[config.mk]
export PLATFORM = sky130hd
export DESIGN_NAME = block_serial_addsub
export DESIGN_NICKNAME = d
export VERILOG_FILES = /design/src/rtl/addsub_pkg.sv /design/src/rtl/addsub_slice4.sv /design/src/rtl/block_serial_addsub.sv
export SDC_FILE = /design/constraint.sdc
export NUM_CORES = 1
export LEC_CHECK = 0
export CAP_MARGIN = 20
export CORE_MARGIN = 8
export CORE_UTILIZATION = 50
export CTS_BUF_LIST = sky130_fd_sc_hd__clkbuf_2 sky130_fd_sc_hd__clkbuf_4 sky130_fd_sc_hd__clkbuf_8
export DETAILED_ROUTE_END_ITERATION = 12
export PLACE_DENSITY = 0.78
export SKIP_LAST_GASP = 1
export SLEW_MARGIN = 15
export SYNTH_ARGS = -nofsm -noshare
export SYNTH_HDL_FRONTEND = slang
export SYNTH_HIERARCHICAL = 1
export SYNTH_SLANG_ARGS = --single-unit
[constraint.sdc]
create_clock -name clk -period 11.4 [get_ports clk]
set_input_delay 1.71 -clock clk [delete_from_list [all_inputs] [get_ports clk]]
set_output_delay 1.71 -clock clk [all_outputs]
set_load 0.05 [all_outputs]
[src/rtl/addsub_pkg.sv]
// Shared types and constants for the slice-serial adder/subtractor.
package addsub_pkg;
  typedef enum logic [1:0] {IDLE, RUN, DONE} addsub_state_t;
  localparam int SLICE_W = 4;
endpackage

[src/rtl/addsub_slice4.sv]
// 4-bit combinational add slice with full lookahead carries from cin.
module addsub_slice4
  import addsub_pkg::*;
(
  input  logic [SLICE_W-1:0] i_a4,
  input  logic [SLICE_W-1:0] i_b4,
  input  logic               i_cin,
  output logic [SLICE_W-1:0] o_sum4,
  output logic [SLICE_W-1:0] o_c
);
  logic [SLICE_W-1:0] w_g, w_p;

  assign w_g = i_a4 & i_b4;
  assign w_p = i_a4 ^ i_b4;

  assign o_c[0] = w_g[0] | (w_p[0] & i_cin);
  assign o_c[1] = w_g[1] | (w_p[1] & w_g[0]) | (w_p[1] & w_p[0] & i_cin);
  assign o_c[2] = w_g[2] | (w_p[2] & w_g[1]) | (w_p[2] & w_p[1] & w_g[0])
                | (w_p[2] & w_p[1] & w_p[0] & i_cin);
  assign o_c[3] = w_g[3] | (w_p[3] & w_g[2]) | (w_p[3] & w_p[2] & w_g[1])
                | (w_p[3] & w_p[2] & w_p[1] & w_g[0])
                | (w_p[3] & w_p[2] & w_p[1] & w_p[0] & i_cin);

  assign o_sum4 = w_p ^ {o_c[2:0], i_cin};
endmodule

[src/rtl/block_serial_addsub.sv]
// WIDTH-bit add/sub that walks one 4-bit slice per cycle, LSB first,
// with the inter-slice carry held in a register.
module block_serial_addsub
  import addsub_pkg::*;
#(
  parameter int WIDTH = 32
) (
  input  logic             clk,
  input  logic             rst,
  input  logic             in_valid,
  output logic             in_ready,
  input  logic [WIDTH-1:0] a,
  input  logic [WIDTH-1:0] b,
  input  logic             sub,
  output logic             out_valid,
  input  logic             out_ready,
  output logic [WIDTH-1:0] result,
  output logic             carry_out,
  output logic             overflow,
  output logic             zero
);
  localparam int NSLICE = WIDTH / SLICE_W;
  localparam int CNT_W  = (NSLICE > 1) ? $clog2(NSLICE) : 1;

  if ((WIDTH % SLICE_W) != 0 || WIDTH < SLICE_W) begin : g_width_chk
    $error("block_serial_addsub: WIDTH must be a positive multiple of 4");
  end

  addsub_state_t      r_state, w_state_nxt;
  logic [WIDTH-1:0]   r_a, r_b, r_result, w_res_nxt;
  logic               r_carry, r_cout, r_ovf, r_zero;
  logic [CNT_W-1:0]   r_cnt;
  logic [SLICE_W-1:0] w_a4, w_b4, w_sum4, w_c;
  logic               w_last;

  assign w_a4   = r_a[SLICE_W*r_cnt +: SLICE_W];
  assign w_b4   = r_b[SLICE_W*r_cnt +: SLICE_W];
  assign w_last = (r_cnt == CNT_W'(NSLICE - 1));

  addsub_slice4 u_slice (
    .i_a4  (w_a4),
    .i_b4  (w_b4),
    .i_cin (r_carry),
    .o_sum4(w_sum4),
    .o_c   (w_c)
  );

  // Full result as it will look after this cycle's slice write; zero flag uses it.
  always_comb begin
    w_res_nxt = r_result;
    w_res_nxt[SLICE_W*r_cnt +: SLICE_W] = w_sum4;
  end

  always_ff @(posedge clk) begin
    if (rst) r_state <= IDLE;
    else     r_state <= w_state_nxt;
  end

  always_comb begin
    w_state_nxt = r_state;
    case (r_state)
      IDLE:    if (in_valid)  w_state_nxt = RUN;
      RUN:     if (w_last)    w_state_nxt = DONE;
      DONE:    if (out_ready) w_state_nxt = IDLE;
      default:                w_state_nxt = IDLE;
    endcase
  end

  always_comb begin
    in_ready  = (r_state == IDLE);
    out_valid = (r_state == DONE);
  end

  always_ff @(posedge clk) begin
    if (rst) begin
      r_a      <= '0;
      r_b      <= '0;
      r_carry  <= 1'b0;
      r_cnt    <= '0;
      r_result <= '0;
      r_cout   <= 1'b0;
      r_ovf    <= 1'b0;
      r_zero   <= 1'b0;
    end else begin
      case (r_state)
        IDLE: if (in_valid) begin
          r_a     <= a;
          r_b     <= b ^ {WIDTH{sub}};
          r_carry <= sub;
          r_cnt   <= '0;
        end
        RUN: begin
          r_result <= w_res_nxt;
          r_carry  <= w_c[3];
          r_cnt    <= r_cnt + CNT_W'(1);
          if (w_last) begin
            r_ovf  <= w_c[3] ^ w_c[2];
            r_cout <= w_c[3];
            r_zero <= (w_res_nxt == '0);
          end
        end
        default: ;
      endcase
    end
  end

  assign result    = r_result;
  assign carry_out = r_cout;
  assign overflow  = r_ovf;
  assign zero      = r_zero;
endmodule

== Word level (Yosys, flattened, before mapping) ==
Index checks and enable logic that the tools add are counted.

* Shift operators: 4
* Reductions and logical operators: 7
* Multiplexer cells: 9
* Bitwise logic cells: 31
* Equality and inequality tests: 6
* $add $sub $neg: 2

{| class="wikitable"
|+ Operator list
! operator !! count
|-
| 32-bit by 6-bit indexed part select with 4-bit output || 2
|-
| 5-bit negation with 34-bit output || 1
|-
| 4-bit by 34-bit variable shift with 32-bit output (first input constant) || 1
|-
| 4-bit by 34-bit indexed part select with 32-bit output || 1
|-
| 32-bit bitwise mux || 1
|-
| 32-bit zero test || 1
|-
| 32-bit bitwise XOR || 1
|-
| 1-bit AND || 16
|-
| 1-bit bitwise OR || 10
|-
| 4-bit bitwise XOR || 2
|-
| 2-bit two-way mux || 3
|-
| 2-bit case mux with 3 select lines || 1
|-
| 3-bit case mux with 2 select lines || 1
|-
| 2-bit AND reduction || 3
|-
| 4-bit AND || 1
|-
| 2-bit inequality test (second input constant) || 2
|-
| 3-bit by 1-bit adder with 3-bit output (second input constant) || 1
|-
| 3-bit == test (second input constant) || 1
|-
| 3-bit two-way mux || 1
|-
| 3-bit AND reduction || 1
|-
| 2-bit by 1-bit == test with 1-bit output (second input constant) || 1
|-
| 2-bit == test (second input constant) || 1
|-
| 2-bit zero test || 1
|-
| 2-bit by 1-bit inequality test with 1-bit output (second input constant) || 1
|-
| 4 further kinds || 4
|}

* Input bits: 69
* Output and inout port bits: 37
* Register bits: 105
* Logic and storage cells: 68

== Longest topological paths before layout ==
* Depth after elaboration: 10
* Gate-level depth with buffers: 15
* Gate-level depth less buffers: 12

== By module ==
Netlist, hierarchy kept.

{| class="wikitable"
|+ Modules (own cells, without submodules)
! module !! cells an instance !! sequential area each (µm²) !! area each (µm²) !! times used
|-
| block_serial_addsub || 570 || 2102.0 || 4987.3 || 1
|-
| addsub_slice4 || 15 || 0.0 || 142.6 || 1
|}

== Worst setup path after synthesis ==
No wires, ideal clock.

* Kind: register -> register
* From: reg r_cnt[0]
* To: reg r_zero (netlist: zero)
* Slack: 7.261 ns
* Data required time: 11.316 ns
* Stages on the path, launching flop included: 16
* Library setup time: 0.084 ns
* Path buffers: 3
* Clock period less this slack: 4.139 ns
* Arrival time: 4.054 ns
* Path through: dfxtp_1 buf_6 buf_2 buf_2 mux4_2 nand2_1 nand2_1 ha_1 a211oi_2 o21ba_2 xnor2_1 or4_1 nand2_1 nor2_1 or4b_4 o31ai_2

* Elaborated cells between the ends (all ways): 27
* Those cells by class: add/sub: 1; eq/ne: 1; shift: 4; mux: 1; bitwise: 18; reduce/logical: 2

{| class="wikitable"
|+ RTL lines
! element !! line !! RTL
|-
| start: declaration || block_serial_addsub.sv:32 || <nowiki>logic [CNT_W-1:0] r_cnt;</nowiki>
|-
| start signal: assignment || block_serial_addsub.sv:95 || <nowiki>r_cnt <= r_cnt + CNT_W'(1);</nowiki>
|-
| 32-bit by 6-bit indexed part select with 4-bit output (*) || block_serial_addsub.sv:36 || <nowiki>assign w_a4 = r_a[SLICE_W*r_cnt +: SLICE_W];</nowiki>
|-
| via w_a4[0] || block_serial_addsub.sv:33 || <nowiki>logic [SLICE_W-1:0] w_a4, w_b4, w_sum4, w_c;</nowiki>
|-
| 4-bit AND or 4-bit bitwise XOR (tied branches) || addsub_slice4.sv:13, addsub_slice4.sv:14 ||
|-
| 1-bit AND, on equally long branches || addsub_slice4.sv:18, addsub_slice4.sv:19 ||
|-
| 1-bit bitwise OR or 1-bit AND (tied branches) || addsub_slice4.sv:18, addsub_slice4.sv:19 ||
|-
| 1-bit bitwise OR (*) || addsub_slice4.sv:19 || <nowiki>| (w_p[2] & w_p[1] & w_p[0] & i_cin);</nowiki>
|-
| 4-bit bitwise XOR (*) || addsub_slice4.sv:24 || <nowiki>assign o_sum4 = w_p ^ {o_c[2:0], i_cin};</nowiki>
|-
| via w_sum4[3] || block_serial_addsub.sv:33 ||
|-
| 4-bit by 34-bit indexed part select with 32-bit output (*) || block_serial_addsub.sv:51 || <nowiki>w_res_nxt[SLICE_W*r_cnt +: SLICE_W] = w_sum4;</nowiki>
|-
| 32-bit bitwise mux (*) || block_serial_addsub.sv:51 ||
|-
| 32-bit zero test (*) || block_serial_addsub.sv:99 || <nowiki>r_zero <= (w_res_nxt == '0);</nowiki>
|-
| end signal: assignment || block_serial_addsub.sv:99 ||
|-
| end: declaration || block_serial_addsub.sv:31 || <nowiki>logic r_carry, r_cout, r_ovf, r_zero;</nowiki>
|}

The timed path passes the listed nets; every way through them passes the cells marked *.
A chain may end at the register's enable or synchronous reset.

== Final worst setup path ==
* From: reg r_cnt[0]
* To: reg r_zero (netlist: zero)

* Elaborated cells between the ends (all ways): 27
* Those cells by class: add/sub: 1; eq/ne: 1; shift: 4; mux: 1; bitwise: 18; reduce/logical: 2

{| class="wikitable"
|+ RTL lines
! element !! line !! RTL
|-
| 32-bit by 6-bit indexed part select with 4-bit output (*) || block_serial_addsub.sv:37 || <nowiki>assign w_b4 = r_b[SLICE_W*r_cnt +: SLICE_W];</nowiki>
|-
| via w_b4[0] || block_serial_addsub.sv:33 ||
|-
| 4-bit AND or 4-bit bitwise XOR (tied branches) || addsub_slice4.sv:13, addsub_slice4.sv:14 ||
|-
| 1-bit AND, on equally long branches || addsub_slice4.sv:18, addsub_slice4.sv:19 ||
|-
| 1-bit bitwise OR or 1-bit AND (tied branches) || addsub_slice4.sv:18, addsub_slice4.sv:19 ||
|-
| 1-bit bitwise OR (*) || addsub_slice4.sv:19 ||
|-
| 4-bit bitwise XOR (*) || addsub_slice4.sv:24 ||
|-
| via w_sum4[3] || block_serial_addsub.sv:33 ||
|-
| 4-bit by 34-bit indexed part select with 32-bit output (*) || block_serial_addsub.sv:51 ||
|-
| 32-bit bitwise mux (*) || block_serial_addsub.sv:51 ||
|-
| 32-bit zero test (*) || block_serial_addsub.sv:99 ||
|}

Marked as above.

==> impl_metrics.ini <==
[status]
status = complete, no violations

[setup_path]
path_delay_family = simple AND/OR/NAND/NOR gates
crit_chain = mux4_2 > nand2_1 > nand2_1 > ha_1 > a211oi_2 > o21ba_2 > xnor2_1 > or4_1 > nand2_1 > nor2_1 > or4b_4 > o31ai_2
worstReg2RegStart = r_cnt[0]$_SDFFE_PP0P_
startpoint_type = flip-flop
cp_slowest_stage_delay_ns = 0.85
crit_path_end_kind = flip-flop
crit_required_ns = 11.69
crit_top_cell = nand2_1
path_buf_inv = 0
crit_path_top_delay_cell = dfxtp_2
crit_fanout = 30
crit_start = r_cnt[0]$_SDFFE_PP0P_
critPathKind = reg -> reg
worstPathArrival_ns = 4.58

[layout]
num_antenna_cells = 0
finalCoreUtilization_pct = 63.0
final_nets = 742
fill_cells = 820
layout_common_cells = nand2_1 (106), dfxtp_1 (104), clkdlybuf4s50_1 (103), nor2_1 (72), a21oi_1 (49)
drive_gt1_share_pct = 7.22
final_area_mm2 = 0.00638
area_growth_pct = 24.4
ff_latch_area_mm2 = 0.00210
multi_input_comb_area_mm2 = 0.00284
final_common_cell = nand2_1

[global_routing]
grt_pass1_wl_um = 20200
grt_use_total_pct = 18.3
grt_pass1_vias = 4392
grt_antenna_before_repair = 0
grt_overflow = 0
grt_max_degree = 107

[clock_network]
post-cts-setup-buffer-count = 0
numCtsBuffers = 9
cts_hold_buffers = 0
clk_pin_slew_ns = 0.10
cts_buffer_depth = 2
clockRootBuffer = clkbuf_8
cts.sinks = 105
cts-resized-gates = 0
cts_max_level = 3
clk_latency_ns = 0.38
cts_tree = built

[synthesis]
synth.distinct_cells = 49
yosys-top-cells-area = dfxtp_1 (41%), nand2_1 (7.8%), mux4_2 (7.0%)
synth.top_cell.area_share_pct = 41.0
synth-main-ff-cell = dfxtp_1
ys_ff_latch = 105
yosys.area.top_type = dfxtp_1
syn_avg_cell_area_um2 = 8.77
synth_cells = 585
syn-num-nets = 667
ys_warn_count = 6
synth_edf_count = 0
synth-seq-area-share_pct = 41.0
synth_area_mm2 = 0.00513
async_reset_ff_share_pct = 0

[place]
routabilityCongestion = 0.915
hpwl_um = 9020
dpl-instance-area_mm2 = 0.00617
port_buffers = 105

[floorplanning]
die_x_um = 117
die_area_mm2 = 0.0138
die_y_um = 117
initial_core_util_pct = 50.6
core_region_area_mm2 = 0.0101
pin_count = 106
floorplan.rows = 37

[hold_path]
hold_class = reg -> reg
hold_start = r_a[25]$_SDFFE_PP0P_

[detailed_routing]
drtPass1Iterations = 4
wl_um = 12200
antenna_left = 0
route.detailed.drc = 0
vias_per_cell = 5.40
drt_iter0_markers = 263
wl_per_cell_um = 15.2
vias = 4322

[timing]
fin_setup_tns_ns = 0
finalSetupViolations = 0
finalCritPeriodShare_pct = 37.7
hold_viol = 0
min_period_ns = 4.29
rsz0062_at_grt = false
skew_ns = 0.0142
slew_headroom_pct = 29.1
drv_slew = 0
tightest_slew_ns = 1.06
fmax_mhz = 233

[power]
powerDensity_mw_per_mm2 = 119
ir_worst_vdd_uv = 65.7
p_leak_nw = 2.29

[flow_run]
max_cap_viol_count = 0
==> metal layers <==
layer  track usage (%)  vias to the layer above  wire length [um]
li1                  -                     2182                 -
met1              22.3                     1999              5380
met2              30.5                      122              5720
met3              5.54                       19               925
met4              5.38                        0               183
met5                 0                        -                 0
==> cells in the mapped netlist, types with 2 or more instances <==
master	number
nand2_1	106
dfxtp_1	105
nor2_1	72
a21oi_1	49
clkbuf_1	35
xnor2_1	34
a211oi_1	32
mux2i_1	27
mux4_2	16
and2_1	15
ha_1	12
nand3_1	10
o21ai_0	9
nor3_1	5
buf_1	4
nor3b_1	4
nor4_1	4
nand2b_1	3
a211oi_2	2
a31oi_1	2
buf_2	2
buf_6	2
inv_1	2
mux2_2	2
nand4_1	2
nor2b_1	2
nor4b_1	2
o41ai_1	2
or4_1	2
xor2_1	2
==> worst reg2reg max path, cell delays in order (launching register included) <==
cell and delay (ns):
dfxtp_2 0.85, mux4_2 0.62, nand2_1 0.09, nand2_1 0.13
ha_1 0.31, a211oi_2 0.25, o21ba_2 0.21, xnor2_1 0.19
or4_1 0.63, nand2_1 0.13, nor2_1 0.04, or4b_4 0.53
o31ai_2 0.23
==> through the flow <==
stage	power [W]	instances	hold WS (ns)	setup WS [ns]
after global placement	0.000542	784	0.443	7.33
after detailed placement	0.000546	784	0.445	7.15
after floorplan	0.000499	585	0.433	7.26
after global routing	0.000800	801	0.480	6.89
after CTS	0.000766	800	0.461	7.11
final	0.000761	801	0.460	7.11
==> final timing paths <==
| kind | end | depth (start not counted) | slack, ns |
|---|---|---|---|
| worst max register to register | zero$_SDFFE_PP0P_ | 12 | 7.11 |
| worst min-delay path | r_a[25]$_SDFFE_PP0P_ | 2 | 0.46 |
| worst min register to register | r_a[25]$_SDFFE_PP0P_ | 2 | 0.46 |
| worst max-delay path | zero$_SDFFE_PP0P_ | 12 | 7.11 |
==> sequential cells by signal, indices dropped and copies added (netlist names) <==
name / cells
r_cnt: 3
r_a: 32
zero: 1
r_state: 2
result: 32
overflow: 1
r_b: 32
r_carry: 1
carry_out: 1
==> logic make-up (layout without fill, tap and decap cells) <==
kind of cell	Yosys count	in the layout	synth area share, %
and+or+nand+nor	235	235	20.2
adders and majority gates	13	13	3.32
AOI/OAI and AO/OA	104	104	12.8
muxes	45	45	12.7
buffers and inverters	47	127	3.78
xor gates and xnor gates	36	36	6.15
DFF	105	105	41.0
==> power by group <==
part           total (W)  switching, W  internal (W)
Combinational   0.000138     0.0000718     0.0000662
Sequential      0.000401     0.0000148      0.000386
Clock           0.000223      0.000137     0.0000855
Total           0.000761      0.000224      0.000538
==> layout make-up <==
type                            count  area share (%)
Multi-Input combinational cell    433            44.4
Tap cell                          136            2.67
Timing Repair Buffer              107            16.7
Sequential cell                   105            32.9
Clock buffer                        9            1.94
Clock inverter                      7            1.10
Inverter                            4           0.235
Note: power is estimated with default switching activity, not from simulation.
